### src/rtl/vga_vram_arbiter.sv
// Purpose : shares one single-port video RAM between the VGA cell fetch path and a req/ack writer.
// Latency : fetch D -> cell_data valid 3 clk later (start of next cell); write grant t -> ram_we/wr_ack in t+1.
// Backpr. : display fetch always wins; writer waits in IDLE (no ack) until a free, allowed cycle.
//
// Ports:
//   clk, reset            system clock (2x pixel rate), asynchronous active-low reset
//   p_tick, pixel_x/y     sync generator timing; fetch schedule is derived from these
//   wr_req/addr/data      writer request, held stable until wr_ack
//   wr_ack, wr_err        one-cycle completion pulse; wr_err flags an out-of-range address
//   ram_addr/we/wdata     registered RAM controls; ram_rdata returns one clk after address
//   cell_data             word of the cell currently under the beam
module vga_vram_arbiter #(
  parameter int DW       = 8,
  parameter bit BLANK_WR = 1'b0
) (
  input  logic          clk,
  input  logic          reset,
  input  logic          p_tick,
  input  logic [9:0]    pixel_x,
  input  logic [9:0]    pixel_y,
  input  logic          wr_req,
  input  logic [12:0]   wr_addr,
  input  logic [DW-1:0] wr_data,
  output logic          wr_ack,
  output logic          wr_err,
  output logic [12:0]   ram_addr,
  output logic          ram_we,
  output logic [DW-1:0] ram_wdata,
  input  logic [DW-1:0] ram_rdata,
  output logic [DW-1:0] cell_data
);

  localparam logic [12:0] NCELLS = 13'd4800;

  typedef enum logic {S_IDLE, S_ACK} state_t;

  state_t        state_q, state_d;
  logic [12:0]   addr_q, addr_d;
  logic          we_q, we_d;
  logic [DW-1:0] wdata_q, wdata_d;
  logic          ack_q, ack_d;
  logic          err_q, err_d;

  // Fetch pipeline: fv1 = address on RAM, fv2 = read data on ram_rdata.
  logic          fv1_q, fv2_q;
  logic          slot_q;
  logic [DW-1:0] next_cell_q, cell_q;

  // Display decision: the mid-line slot fetches the next cell on this line,
  // the x=798 slot prefetches column 0 of the following line.
  logic [9:0]  line_nxt;
  logic        d_mid, d_wrap, d_cyc;
  logic [6:0]  row, col;
  logic [12:0] target;
  logic        grant, load;

  assign line_nxt = (pixel_y == 10'd524) ? 10'd0 : pixel_y + 10'd1;
  assign d_mid    = !p_tick && (pixel_x[2:0] == 3'd6) && (pixel_x < 10'd632) && (pixel_y < 10'd480);
  assign d_wrap   = !p_tick && (pixel_x == 10'd798) && (line_nxt < 10'd480);
  assign d_cyc    = d_mid || d_wrap;

  assign row    = d_wrap ? line_nxt[9:3] : pixel_y[9:3];
  assign col    = d_wrap ? 7'd0 : pixel_x[9:3] + 7'd1;
  // row*80 as (row<<6)+(row<<4)
  assign target = {row, 6'b0} + {2'b0, row, 4'b0} + {6'b0, col};

  // No grant from ACK: a still-high wr_req in the ack cycle is not served twice.
  assign grant = (state_q == S_IDLE) && wr_req && !d_cyc &&
                 (!BLANK_WR || (pixel_y >= 10'd480));

  // cell_data updates on the last tick of each cell so it is valid from the cell's first pixel.
  assign load = p_tick && (pixel_x[2:0] == 3'd7);

  always_comb begin
    state_d = S_IDLE;
    addr_d  = addr_q;
    wdata_d = wdata_q;
    we_d    = 1'b0;
    ack_d   = 1'b0;
    err_d   = 1'b0;
    if (d_cyc) begin
      addr_d = target;
    end else if (grant) begin
      state_d = S_ACK;
      addr_d  = wr_addr;
      wdata_d = wr_data;
      we_d    = (wr_addr < NCELLS);
      ack_d   = 1'b1;
      err_d   = (wr_addr >= NCELLS);
    end
  end

  always_ff @(posedge clk or negedge reset) begin
    if (!reset) begin
      state_q <= S_IDLE;
      addr_q  <= '0;
      we_q    <= 1'b0;
      wdata_q <= '0;
      ack_q   <= 1'b0;
      err_q   <= 1'b0;
    end else begin
      state_q <= state_d;
      addr_q  <= addr_d;
      we_q    <= we_d;
      wdata_q <= wdata_d;
      ack_q   <= ack_d;
      err_q   <= err_d;
    end
  end

  always_ff @(posedge clk or negedge reset) begin
    if (!reset) begin
      fv1_q       <= 1'b0;
      fv2_q       <= 1'b0;
      slot_q      <= 1'b0;
      next_cell_q <= '0;
      cell_q      <= '0;
    end else begin
      fv1_q <= d_cyc;
      fv2_q <= fv1_q;
      if (fv2_q) begin
        next_cell_q <= ram_rdata;
        slot_q      <= 1'b1;
      end else if (load) begin
        slot_q <= 1'b0;
      end
      if (load && slot_q) begin
        cell_q <= next_cell_q;
      end
    end
  end

  assign ram_addr  = addr_q;
  assign ram_we    = we_q;
  assign ram_wdata = wdata_q;
  assign wr_ack    = ack_q;
  assign wr_err    = err_q;
  assign cell_data = cell_q;

endmodule

### config.mk
export PLATFORM = sky130hd
export DESIGN_NAME = vga_vram_arbiter
export DESIGN_NICKNAME = d
export VERILOG_FILES = /design/src/rtl/vga_vram_arbiter.sv
export SDC_FILE = /design/constraint.sdc
export NUM_CORES = 1
export LEC_CHECK = 0
export ABC_AREA = 0
export BUFFER_PORTS_ARGS = -buffer_cell sky130_fd_sc_hd__buf_4
export CAP_MARGIN = 25
export CORE_MARGIN = 8
export CORE_UTILIZATION = 56
export CTS_BUF_LIST = sky130_fd_sc_hd__clkbuf_4 sky130_fd_sc_hd__clkbuf_8
export CTS_CLUSTER_SIZE = 10
export DETAILED_ROUTE_END_ITERATION = 16
export HOLD_SLACK_MARGIN = 0.1
export PLACE_DENSITY = 0.89
export SYNTH_ARGS = -nofsm -noshare
export SYNTH_HDL_FRONTEND = slang
export SYNTH_SLANG_ARGS = --single-unit
### constraint.sdc
create_clock -name clk -period 3.3 [get_ports clk]
set_clock_uncertainty 0.15 [all_clocks]
set_input_delay 0.33 -clock clk [delete_from_list [all_inputs] [get_ports clk]]
set_output_delay 0.33 -clock clk [all_outputs]
set_load 0.01 [all_outputs]
* After elaboration in Yosys (flattened, before gate mapping)
Index checks and enable logic that the tools add are counted.
** Storage, ports and cells
- Output and inout port bits :: 32
- Word-level logic and storage cells :: 53
- Register bits :: 43
- Input port bits :: 53
** Operators by class
- Add/subtract/negate cells :: 4
- Magnitude comparators :: 5
- Bitwise logic cells :: 2
- Equality and inequality tests :: 4
- Reductions and logical operators :: 15
- Multiplexer cells :: 13
** Operators by type and width (count)
- two-way mux 13 bit :: 2
- == test 10 bit (second input constant) :: 2
- < comparator 10 x 9 -> 1 bit (second input constant) :: 2
- two-way mux 7 bit :: 2
- adder 13 x 11 -> 13 bit :: 1
- adder 13 x 7 -> 13 bit :: 1
- greater-or-equal comparator 13 bit (second input constant) :: 1
- < comparator 13 bit (second input constant) :: 1
- adder 10 x 1 -> 10 bit (second input constant) :: 1
- < comparator 10 bit (second input constant) :: 1
- two-way mux 10 bit :: 1
- logical AND 1 bit :: 9
- two-way mux 1 bit :: 8
- adder 7 x 1 -> 7 bit (second input constant) :: 1
- == test 3 bit (second input constant) :: 2
- nonzero test 2 bit :: 2
- zero test 1 bit :: 2
- inverter 1 bit :: 2
- AND reduction 2 bit :: 1
- logical OR 1 bit :: 1

* Logic depth before layout (Yosys ltp)
Gate-level depths: netlist (run 1).
- Depth after elaboration :: 9
- Mapped depth :: 18
- Gate-level depth less buffers :: 16

* Least setup slack after synthesis (run 1)
No wires, ideal clock.
- Kind :: input to register
- Start :: input pixel_y[0]
- End :: register addr_q[12], in the netlist ram_addr[12]
- Path buffers :: 1
- Library setup time :: 0.127 ns
- Data required time :: 3.023 ns
- Data arrival time :: 3.431 ns
- Setup slack :: -0.407 ns
- Cell stages on the path :: 15
- Cells stage by stage :: and3_1 -> and3_1 -> o311ai_1 -> o21a_1 -> clkbuf_1 -> a31o_2 -> fa_1 -> inv_1 -> ha_1 -> a211oi_1 -> nor2_1 -> a21o_1 -> or3_1 -> a31oi_1 -> mux2i_1
** On the way
- Cells in the longest elaborated chain, start to end :: 8
- Elaborated cells on any way between the ends :: 16
- Those cells by class :: add/sub: 3; order compare: 2; eq/ne: 1; mux: 4; reduce/logical: 6
** Ends and longest elaborated chain
- from (decl) :: RTL line 20 : input logic [9:0] pixel_y,
- adder 10 x 1 -> 10 bit / == test 10 bit (equally long branches) :: RTL line 57 : assign line_nxt = (pixel_y == 10'd524) ? 10'd0 : pixel_y + 10'd1;
- two-way mux 10 bit :: RTL line 57
- < comparator 10 x 9 -> 1 bit :: RTL line 59 : assign d_wrap = !p_tick && (pixel_x == 10'd798) && (line_nxt < 10'd480);
- logical AND 1 bit :: RTL line 59
- two-way mux 7 bit / logical OR 1 bit (equally long branches) :: RTL line 62, 60
- adder 13 x 11 -> 13 bit / zero test 1 bit (equally long branches) :: RTL line 65, 68
- adder 13 x 7 -> 13 bit / logical AND 1 bit (equally long branches) :: RTL line 65, 68
- two-way mux 13 bit / nonzero test 2 bit (equally long branches)
- to (signal assigned) :: RTL line 103 : addr_q <= addr_d;
- to (decl) :: RTL line 38 : logic [12:0] addr_q, addr_d;
Several ways; a longest one is shown, not always the timed one.
A chain may end at the register's enable or synchronous reset.

* Final worst setup path (run 1)
- Start :: input pixel_y[7]
- End :: register addr_q[12], in the netlist ram_addr[12]
Same word-level chain as after synthesis.

==> results of run 1 <==
## power by group
part	total [µW]	switching [µW]	internal [µW]	leakage [µW]
clock network	332	176	156	0.0000446
logic	524	225	298	0.00130
registers	663	50.7	612	0.000536
## cell families (layout without fill, tap and decap cells)
| logic type | after synthesis | count (layout) | share of synthesized area, % |
|---|---|---|---|
| and+or+nand+nor | 54 | 54 | 11.4 |
| muxes | 47 | 47 | 21.8 |
| DFF | 43 | 43 | 43.7 |
| AOI/OAI and AO/OA | 23 | 23 | 6.35 |
| adders and majority gates | 16 | 16 | 8.74 |
| xor gates and xnor gates | 15 | 15 | 5.34 |
| buffers and inverters | 14 | 144 | 2.64 |
## flip-flops by register name, summed over array words and instances, names as in the netlist
name and cells:
wr_ack 1, next_cell_q 8, ram_wdata 8, slot_q 1, ram_we 1, cell_data 8, wr_err 1, fv2_q 1
fv1_q 1, ram_addr 13
## layer usage
metal	global-route usage, %	wire length, µm	part of all wire [%]
met3	4.33	421	5.6
met5	0	0	0
met2	40.8	4080	54
met4	10.2	362	4.8
met1	21.9	2710	36
## area by class of cell
type                       count  area, µm²
clock buffer                   6       76.3
fill                         204        553
timing repair buffer         130       1000
sequential                    43       1080
multi-input combinational    155       1480
inverter                       6       22.5
tap                           52       65.1
clock inverter                 2       12.5
## timing repair
action | 4_1_cts | 5_1_grt
hold endpoints to repair | 43 | 0
resized for setup | 16 | 12
buffers inserted | 5 | 4
gates cloned | 0 | 0
hold buffers | 1 | 0
setup endpoints to repair | 3 | 5
pin swaps | 11 | 18
## worst max-delay path, delay by kind of cell
kind | cells | cell delay [ps]
simple gates | 4 | 840
compound gates | 7 | 1240
mux | 1 | 130
buf+inv | 3 | 280
fa+ha+maj | 2 | 770
## metrics by stage
stage               TNS [ps]  hold slack, ps  utilization (%)  setup slack, ps
floorplan               -392            -116                -             -254
global placement        -908             182             80.1             -317
detailed placement     -1460             186             80.1             -427
CTS                    -72.3             101             85.0            -72.3
global route            -844             101             87.1             -354
finish                  -460             105             87.1             -285
## final timing paths
path | end | cells after the start | slack, ps
max | ram_addr[12] | 17 | -280
min in group asynchronous | ram_wdata[0] | 2 | 400
min | ram_addr[0] | 2 | 110
max reg2reg | ram_wdata[3] | 4 | 1270
max in group asynchronous | next_cell_q[2] | 2 | 2220
min reg2reg | fv2_q | 0 | 210
## cell usage in the layout, fill, tap and decap left out, drive strengths merged, types with 2 or more instances in the layout
cell and n:
nor2b 4, o21ai 3, o22ai 3, ha 14, a21oi 4, mux2i 15
inv 6, nand2b 4, clkbuf 6, buf 129, a21o 2, mux2 32
nand3 6, nor2 12, nor4 2, xor2 7, fa 2, o21bai 2
nand4 3, a31oi 2, nand2 10, or2 2, and3 6, dfrtp 43
xnor2 8
==> results.yml, run 1 <==
status:
  outcome: "finished with violations"
  violations: "negative setup slack"
routing:
  dr.pass1.iters: 4
  vias_per_cell: 5.58
  final_antenna_net_count: 0
  drtIter0Drc: 67
  routedWlPerCell_um: 19.2
  drt_wl_total_um: 7570
  vias: 2198
  drc_errors: 0
power:
  power.density_nw_per_um2: 406
  vdd_drop_max_mv: 0.196
  leakagePower_uw: 0.00188
  power_uw: 1520
timing:
  setup_viol: 3
  hold_viol: 0
  rsz0062_at_grt: "true"
  fin_ws_ps: -285
  max-slew-margin-rel_pct: 59.7
  post-route-period-util_pct: 109
  maxSlewViolCount: 0
  fin_crit_ps: 3580
  max_freq_ghz: 0.279
  tightestPinTransition_ps: 604
clock_network:
  insertion_delay_ps: 290
  h-tree-depth: 2
  cts_tree: "yes"
  clock_sinks: 43
  cts_made_buffers: 5
  cts_root_buf: "clkbuf_8"
  clk_pin_slew_ps: 80
  clockBufferDepth: 2
synthesis:
  synth_warnings: 0
  yosysTopAreaCellShare_pct: 43.7
  syn_inst: 212
  synth_edf_count: 0
  synthTopCellsByArea: "dfrtp_1 (44%), mux2_2 (11%), ha_1 (7.1%)"
  synth_area_leader_cell: "dfrtp_1"
  syn_area_um2: 2460
  yosys-top-cells-count: "dfrtp_1 (43), mux2_2 (25), mux2i_1 (15)"
  syn-num-nets: 281
  syn-mean-instance-area_um2: 11.6
  synthFlopType: "dfrtp_1"
  yosysSeqAreaShare_pct: 43.7
  synth_most_common_cell: "dfrtp_1"
  synth.distinct_cells: 42
  async_flop_share_pct: 100
  ys_ff_latch: 43
layout:
  n_antenna_cell: 0
  design_area_um2: 3740
  stdcell_count: 394
  nNetsFinal: 410
  areaGrowthSynthToFinish_pct: 51.9
  drive_gt1_share_pct: 57.6
global_routing:
  grt_max_degree: 44
  grt_usage_pct: 21.5
  grt-ovfl-total: 0
  grt_pass1_vias: 2337
  grt_pass1_wl_um: 11200
  antenna_found_initial: 0
run:
  drv_cap: 0
setup_path:
  worstPathArrival_ps: 3600
  worstPathRequired_ps: 3310
  critPathMaxFanout: 5
  r2r_start: "wr_ack"
  setup.worst_path.class: "input pin to flip-flop"
  startpoint: "pixel_y[7]"
  cp-start-kind: "input pin"
  critPathMaxStageDelay_ps: 560
  critPathSlowestCell: "fa_1"
  path_cells: "buf_8 > buf_4 > and3_1 > or2_1 > o311ai_4 > o21a_4 > a21oi_2 > a31o_2 > fa_1 > inv_2 > ha_4 > a211oi_2 > nor2_1 > a21o_1 > or3_1 > a31oi_1 > mux2i_1"
  worstSetupEndpointType: "flip-flop"
min_path:
  min_from: "pixel_x[3]"
  hold_class: "input pin to flip-flop"
placement:
  gp_congestion: 0.935
  port_buffers: 84
  place_area_um2: 3440
  place_inst: 376
  dp_hpwl_um: 5350
floorplanning:
  dieWidth_um: 82.3
  core_area_um2: 4290
  initial_core_util_pct: 57.3
  die_y_um: 82.3
  die_area_um2: 6770
  design.portCount: 85
  rows: 24
Power figures use the tool's default switching activity.
==> inputs of run 2 (changes only) <==
--- a/config.mk
+++ b/config.mk
@@ -9,12 +9,12 @@
 export BUFFER_PORTS_ARGS = -buffer_cell sky130_fd_sc_hd__buf_4
 export CAP_MARGIN = 25
 export CORE_MARGIN = 8
-export CORE_UTILIZATION = 56
-export CTS_BUF_LIST = sky130_fd_sc_hd__clkbuf_4 sky130_fd_sc_hd__clkbuf_8
+export CORE_UTILIZATION = 54
+export CTS_BUF_LIST = sky130_fd_sc_hd__clkbuf_16
 export CTS_CLUSTER_SIZE = 10
 export DETAILED_ROUTE_END_ITERATION = 16
 export HOLD_SLACK_MARGIN = 0.1
-export PLACE_DENSITY = 0.89
+export PLACE_DENSITY = 0.86
 export SYNTH_ARGS = -nofsm -noshare
 export SYNTH_HDL_FRONTEND = slang
 export SYNTH_SLANG_ARGS = --single-unit
==> run 2 against run 1 <==
  * The flow still finishes with violations (negative setup slack)
  * Wire length is 15% higher
  * Setup slack gained 110 ps
  * Die area increased by 3.0%
  * Sequential cell count stayed put
  * Sequential power up 0.8%
  * Combinational power rose by 4%
  * Largest cell class unchanged
==> results.yml, run 2 (same netlist as run 1, synthesis figures left out) <==
global_routing:
  grt-ovfl-total: 0
  grt_pass1_vias: 2463
  grt_usage_pct: 23.2
  grt_max_degree: 44
  grt_pass1_wl_um: 12900
  antenna_found_initial: 0
floorplanning:
  die_area_um2: 6980
  core_area_um2: 4380
  design.portCount: 85
  initial_core_util_pct: 56.2
  rows: 24
  die_y_um: 83.5
  dieWidth_um: 83.5
clock_network:
  cts_root_buf: "clkbuf_16"
  clock_sinks: 43
  clk_pin_slew_ps: 60
  cts_made_buffers: 5
  cts_tree: "yes"
  clockBufferDepth: 2
  h-tree-depth: 2
  insertion_delay_ps: 290
placement:
  gp_congestion: 0.854
  place_inst: 379
  port_buffers: 84
  place_ws_ps: -478
  dp_hpwl_um: 5200
timing:
  tightestPinTransition_ps: 646
  max_freq_ghz: 0.288
  post-route-period-util_pct: 105
  hold_viol: 0
  rsz0062_at_grt: "true"
  fin_ws_ps: -178
  fin_crit_ps: 3480
  max-slew-margin-rel_pct: 56.9
  setup_viol: 2
  maxSlewViolCount: 0
layout:
  areaGrowthSynthToFinish_pct: 56.9
  final_cell_mix: "buf_4 (126), dfrtp_1 (43), mux2_2 (25), mux2i_1 (15), ha_1 (11)"
  largest_reg_flops: 13
  n_antenna_cell: 0
  nNetsFinal: 412
  stdcell_count: 396
  mostFrequentLayoutCell: "buf_4"
  drive_gt1_share_pct: 58.7
routing:
  vias_per_cell: 5.75
  vias: 2276
  routedWlPerCell_um: 22.1
  drtIter0Drc: 98
  dr.pass1.iters: 4
  drt_wl_total_um: 8750
  drc_errors: 0
  final_antenna_net_count: 0
setup_path:
  worstPathArrival_ps: 3490
  critPathSlowestCell: "fa_2"
  path_cells: "buf_8 > nor4b_4 > nand4_1 > o311ai_4 > o21a_2 > a21oi_2 > a31o_2 > fa_2 > inv_2 > ha_4 > a211oi_2 > nor2_1 > a21o_1 > or3_1 > a31oi_1 > mux2i_1"
  cp_num_buf_inv: 2
  worstPathRequired_ps: 3310
  cp-start-kind: "input pin"
  critPathMaxFanout: 4
  critPathTopFamily: "compound AO/OA/AOI/OAI gates"
  critPathMaxStageDelay_ps: 550
  worstSetupEndpointType: "flip-flop"
  setup.worst_path.class: "input pin to flip-flop"
power:
  leakagePower_uw: 0.00193
  vdd_drop_max_mv: 0.255
  power.density_nw_per_um2: 462
min_path:
  hold_class: "input pin to flip-flop"
status:
  violations: "negative setup slack"
  outcome: "finished with violations"
run:
  drv_cap: 0
[run 2: cell types whose count changed in the layout (fill, tap and decap cells not counted), sizes merged]
cell	previous run	this run
buf	129	131
bufinv	0	1
clkbuf	6	5
clkinv	1	2
clkinvlp	1	0
[run 2: metal layers]
layer  part of all wire (%)  vias to the layer above  global-route usage (%)
li1                       -                     1023                       -
met1                     37                     1107                    24.2
met2                     53                      117                    41.2
met3                    5.5                       29                    5.96
met4                    4.7                        0                    13.0
met5                      0                        -                       0
[run 2: repair_timing]
item                                    in CTS  in global routing
pin swaps                                   11                 14
gates cloned                                 0                  0
hold buffers                                 1                  0
endpoints found under the hold margin       43                  0
resized for setup                           18                 17
endpoints found under the setup margin       4                  4
buffers inserted                             4                  4
[run 2: path summary, 6_finish.rpt]
kind | startpoint | endpoint | slack (ps) | cells after the start
hold / removal | ram_rdata[0] | next_cell_q[0] | 120 | 2
setup / recovery | pixel_y[5] | ram_addr[12] | -180 | 16
setup reg to reg | wr_ack | ram_wdata[0] | 1190 | 4
max in group asynchronous | reset | wr_err | 2200 | 2
hold reg to reg | fv1_q | fv2_q | 200 | 0
min in group asynchronous | reset | next_cell_q[0] | 420 | 2
[run 2: stage by stage]
step | TNS, ps | hold WS [ps] | total power (µW) | utilization (%) | cell area, µm²
floorplan | -392 | -116 | 894 | - | 2530
global placement | -949 | 182 | 1120 | 79.0 | 3460
detailed placement | -1540 | 191 | 1150 | 79.0 | 3460
CTS | -140 | 124 | 1740 | 85.8 | 3760
global route | -608 | 121 | 1840 | 88.1 | 3860
finish | -245 | 124 | 1780 | 88.1 | 3860
[run 2: where the power goes]
group | switching [µW] | leakage (µW) | total (µW) | internal (µW)
combinational | 243 | 0.00131 | 543 | 300
sequential | 55.5 | 0.000536 | 668 | 613
clock | 216 | 0.0000838 | 573 | 357
total | 514 | 0.00193 | 1780 | 1270
[run 2: final cells by class]
| class | instances | area (µm²) |
|---|---|---|
| Tap cell | 52 | 65.1 |
| Timing Repair Buffer | 132 | 1020 |
| Fill cell | 188 | 522 |
| Multi-Input combinational cell | 155 | 1510 |
| Sequential cell | 43 | 1080 |
| Clock inverter | 3 | 43.8 |
| Inverter | 6 | 22.5 |
| Clock buffer | 5 | 125 |
==> inputs of run 3 (changes only) <==
--- a/config.mk
+++ b/config.mk
@@ -8,6 +8,7 @@
 export ABC_AREA = 0
 export BUFFER_PORTS_ARGS = -buffer_cell sky130_fd_sc_hd__buf_4
 export CAP_MARGIN = 25
+export CORE_ASPECT_RATIO = 1.5
 export CORE_MARGIN = 8
 export CORE_UTILIZATION = 54
 export CTS_BUF_LIST = sky130_fd_sc_hd__clkbuf_16
==> run 3 against run 2 <==
  * Final area is 2.8% higher
  * Setup slack worse by 17 ps
  * Final cell count is 0.25% higher
  * Highest routed layer unchanged
  * Global-route usage is 2.8 points lower
  * Sequential share of layout area is 0.75 points lower
  * Register-to-register slack better by 50 ps
  * First-iteration DRC count is 6.1% lower
  * Via count is 0.70% lower
  * Count of clock-buffer cells in the layout stayed put
  * The flow still finishes with violations (negative setup slack)
  * Critical endpoint unchanged
  * Hold slack better by 7.4 ps
  * Die area is 0.64% higher
==> results.yml, run 3 (same netlist as run 1, synthesis figures left out) <==
power:
  power.density_nw_per_um2: 444
  p_comb_share_pct: 31.1
  p_switching_uw: 483
  p_sw_share_pct: 27.4
  seq_power_share_pct: 37.7
  leakagePower_uw: 0.00201
  p_int_uw: 1280
  power_uw: 1760
  vdd_drop_max_mv: 0.241
  clkPwrFrac_pct: 31.2
setup_path:
  critPathTopFamily: "compound AO/OA/AOI/OAI gates"
  critPathSlowestCell: "fa_1"
  reg2reg_slack_ps: 1240
  cp_num_buf_inv: 2
  setup.worst_path.class: "input pin to flip-flop"
  ff2ff_path_depth: 4
  worstSetupEndpointType: "flip-flop"
  worstPathRequired_ps: 3300
  worstPathArrival_ps: 3500
  r2r_start: "wr_ack"
  path_cells: "buf_4 > nor4_4 > nand4_1 > o311ai_4 > o21a_4 > a21oi_4 > a31o_4 > fa_1 > inv_1 > ha_4 > a211oi_2 > nor2_1 > a21o_1 > or3_1 > a31oi_1 > mux2i_1"
  critPathMaxStageDelay_ps: 550
  regToRegEndpoint: "ram_wdata[3]"
  critPathMaxFanout: 5
  cp-start-kind: "input pin"
layout:
  n_antenna_cell: 0
  areaGrowthSynthToFinish_pct: 61.2
  drive_gt1_share_pct: 59.3
  largest_reg_flops: 13
  nNetsFinal: 417
  stdcell_count: 397
  mostFrequentLayoutCell: "buf_4"
  design_area_um2: 3970
  final_cell_mix: "buf_4 (124), dfrtp_1 (43), mux2_2 (25), mux2i_1 (15)"
timing:
  rsz0062_at_grt: "true"
  post-route-period-util_pct: 106
  maxSlewViolCount: 0
  hold_viol: 0
  tightestPinTransition_ps: 604
  max-slew-margin-rel_pct: 59.7
  max_freq_ghz: 0.286
  fin_crit_ps: 3490
  setup_viol: 3
  fin_ws_ps: -195
global_routing:
  grt_pass1_vias: 2400
  grt_pass1_wl_um: 11300
  grt_usage_pct: 20.4
  grt_max_degree: 44
  antenna_found_initial: 0
  grt-ovfl-total: 0
routing:
  vias: 2260
  drc_errors: 0
  drtIter0Drc: 92
  dr.pass1.iters: 4
  routedWlPerCell_um: 21.0
  vias_per_cell: 5.69
  drt_wl_total_um: 8320
  final_antenna_net_count: 0
floorplanning:
  rows: 30
  die_y_um: 98.7
  core_area_um2: 4470
  dieWidth_um: 71.1
  design.portCount: 85
  initial_core_util_pct: 55.1
  die_area_um2: 7020
status:
  violations: "negative setup slack"
  outcome: "finished with violations"
clock_network:
  insertion_delay_ps: 280
  cts_tree: "yes"
  cts_root_buf: "clkbuf_16"
  clockBufferDepth: 2
  clk_pin_slew_ps: 60
  h-tree-depth: 2
  clock_sinks: 43
  cts_made_buffers: 5
placement:
  port_buffers: 84
  dp_hpwl_um: 5360
  place_area_um2: 3460
  gp_congestion: 0.820
  place_inst: 376
min_path:
  hold_path_depth: 2
  min_from: "ram_rdata[4]"
  min_to: "next_cell_q[4]"
  hold_class: "input pin to flip-flop"
run:
  drv_cap: 0
-- run 3: metal layers --
layer,track usage (%),routed length [µm],up-vias
li1,-,-,1024
met1,17.9,2750,1125
met3,4.57,351,27
met2,39.9,4830,84
met4,12.2,389,0
met5,0,0,-
-- run 3: cell type report --
cell class,instances,area (µm²)
multi-input cells,155,1560
repair buffers,137,1080
flip-flops and latches,43,1080
fillers,191,498
clock buffers,5,125
well taps,48,60.1
clock inverters,3,43.8
inverters,6,22.5
-- run 3: power groups by stage --
stage | Combinational (µW) | Clock (µW) | Sequential, µW
floorplan | 205 | 0 | 689
global placement | 465 | 0 | 658
detailed placement | 483 | 0 | 668
CTS | 494 | 557 | 663
global route | 585 | 581 | 671
finish | 547 | 550 | 664
-- run 3: stage by stage --
stage	hold slack, ps	setup slack [ps]	util [%]	TNS [ps]
after global routing	127	-257	88.9	-713
after detailed placement	186	-469	77.6	-1560
after floorplan	-116	-254	-	-392
after CTS	113	-79.5	82.4	-79.5
after global placement	182	-383	77.6	-1240
final	131	-195	88.9	-354
-- run 3: worst max path at each step --
stage                     from           end  slack, ps  cells after the start
finish              pixel_y[4]  ram_addr[12]       -190                     16
global route        pixel_y[4]  ram_addr[12]       -260                     16
detailed placement      p_tick  ram_addr[12]       -470                     17
CTS                     p_tick  ram_addr[12]        -80                     17
global placement        p_tick  ram_addr[12]       -380                     17
floorplan           pixel_y[5]  ram_addr[12]       -250                     16
-- run 3: timing repair --
item | 4_1_cts | 5_1_grt
setup endpoints to repair | 3 | 4
setup buffers | 2 | 10
hold buffers | 1 | 0
pin swaps | 8 | 10
gates resized for setup | 5 | 38
endpoints found under the hold margin | 43 | 0
cloned | 0 | 0
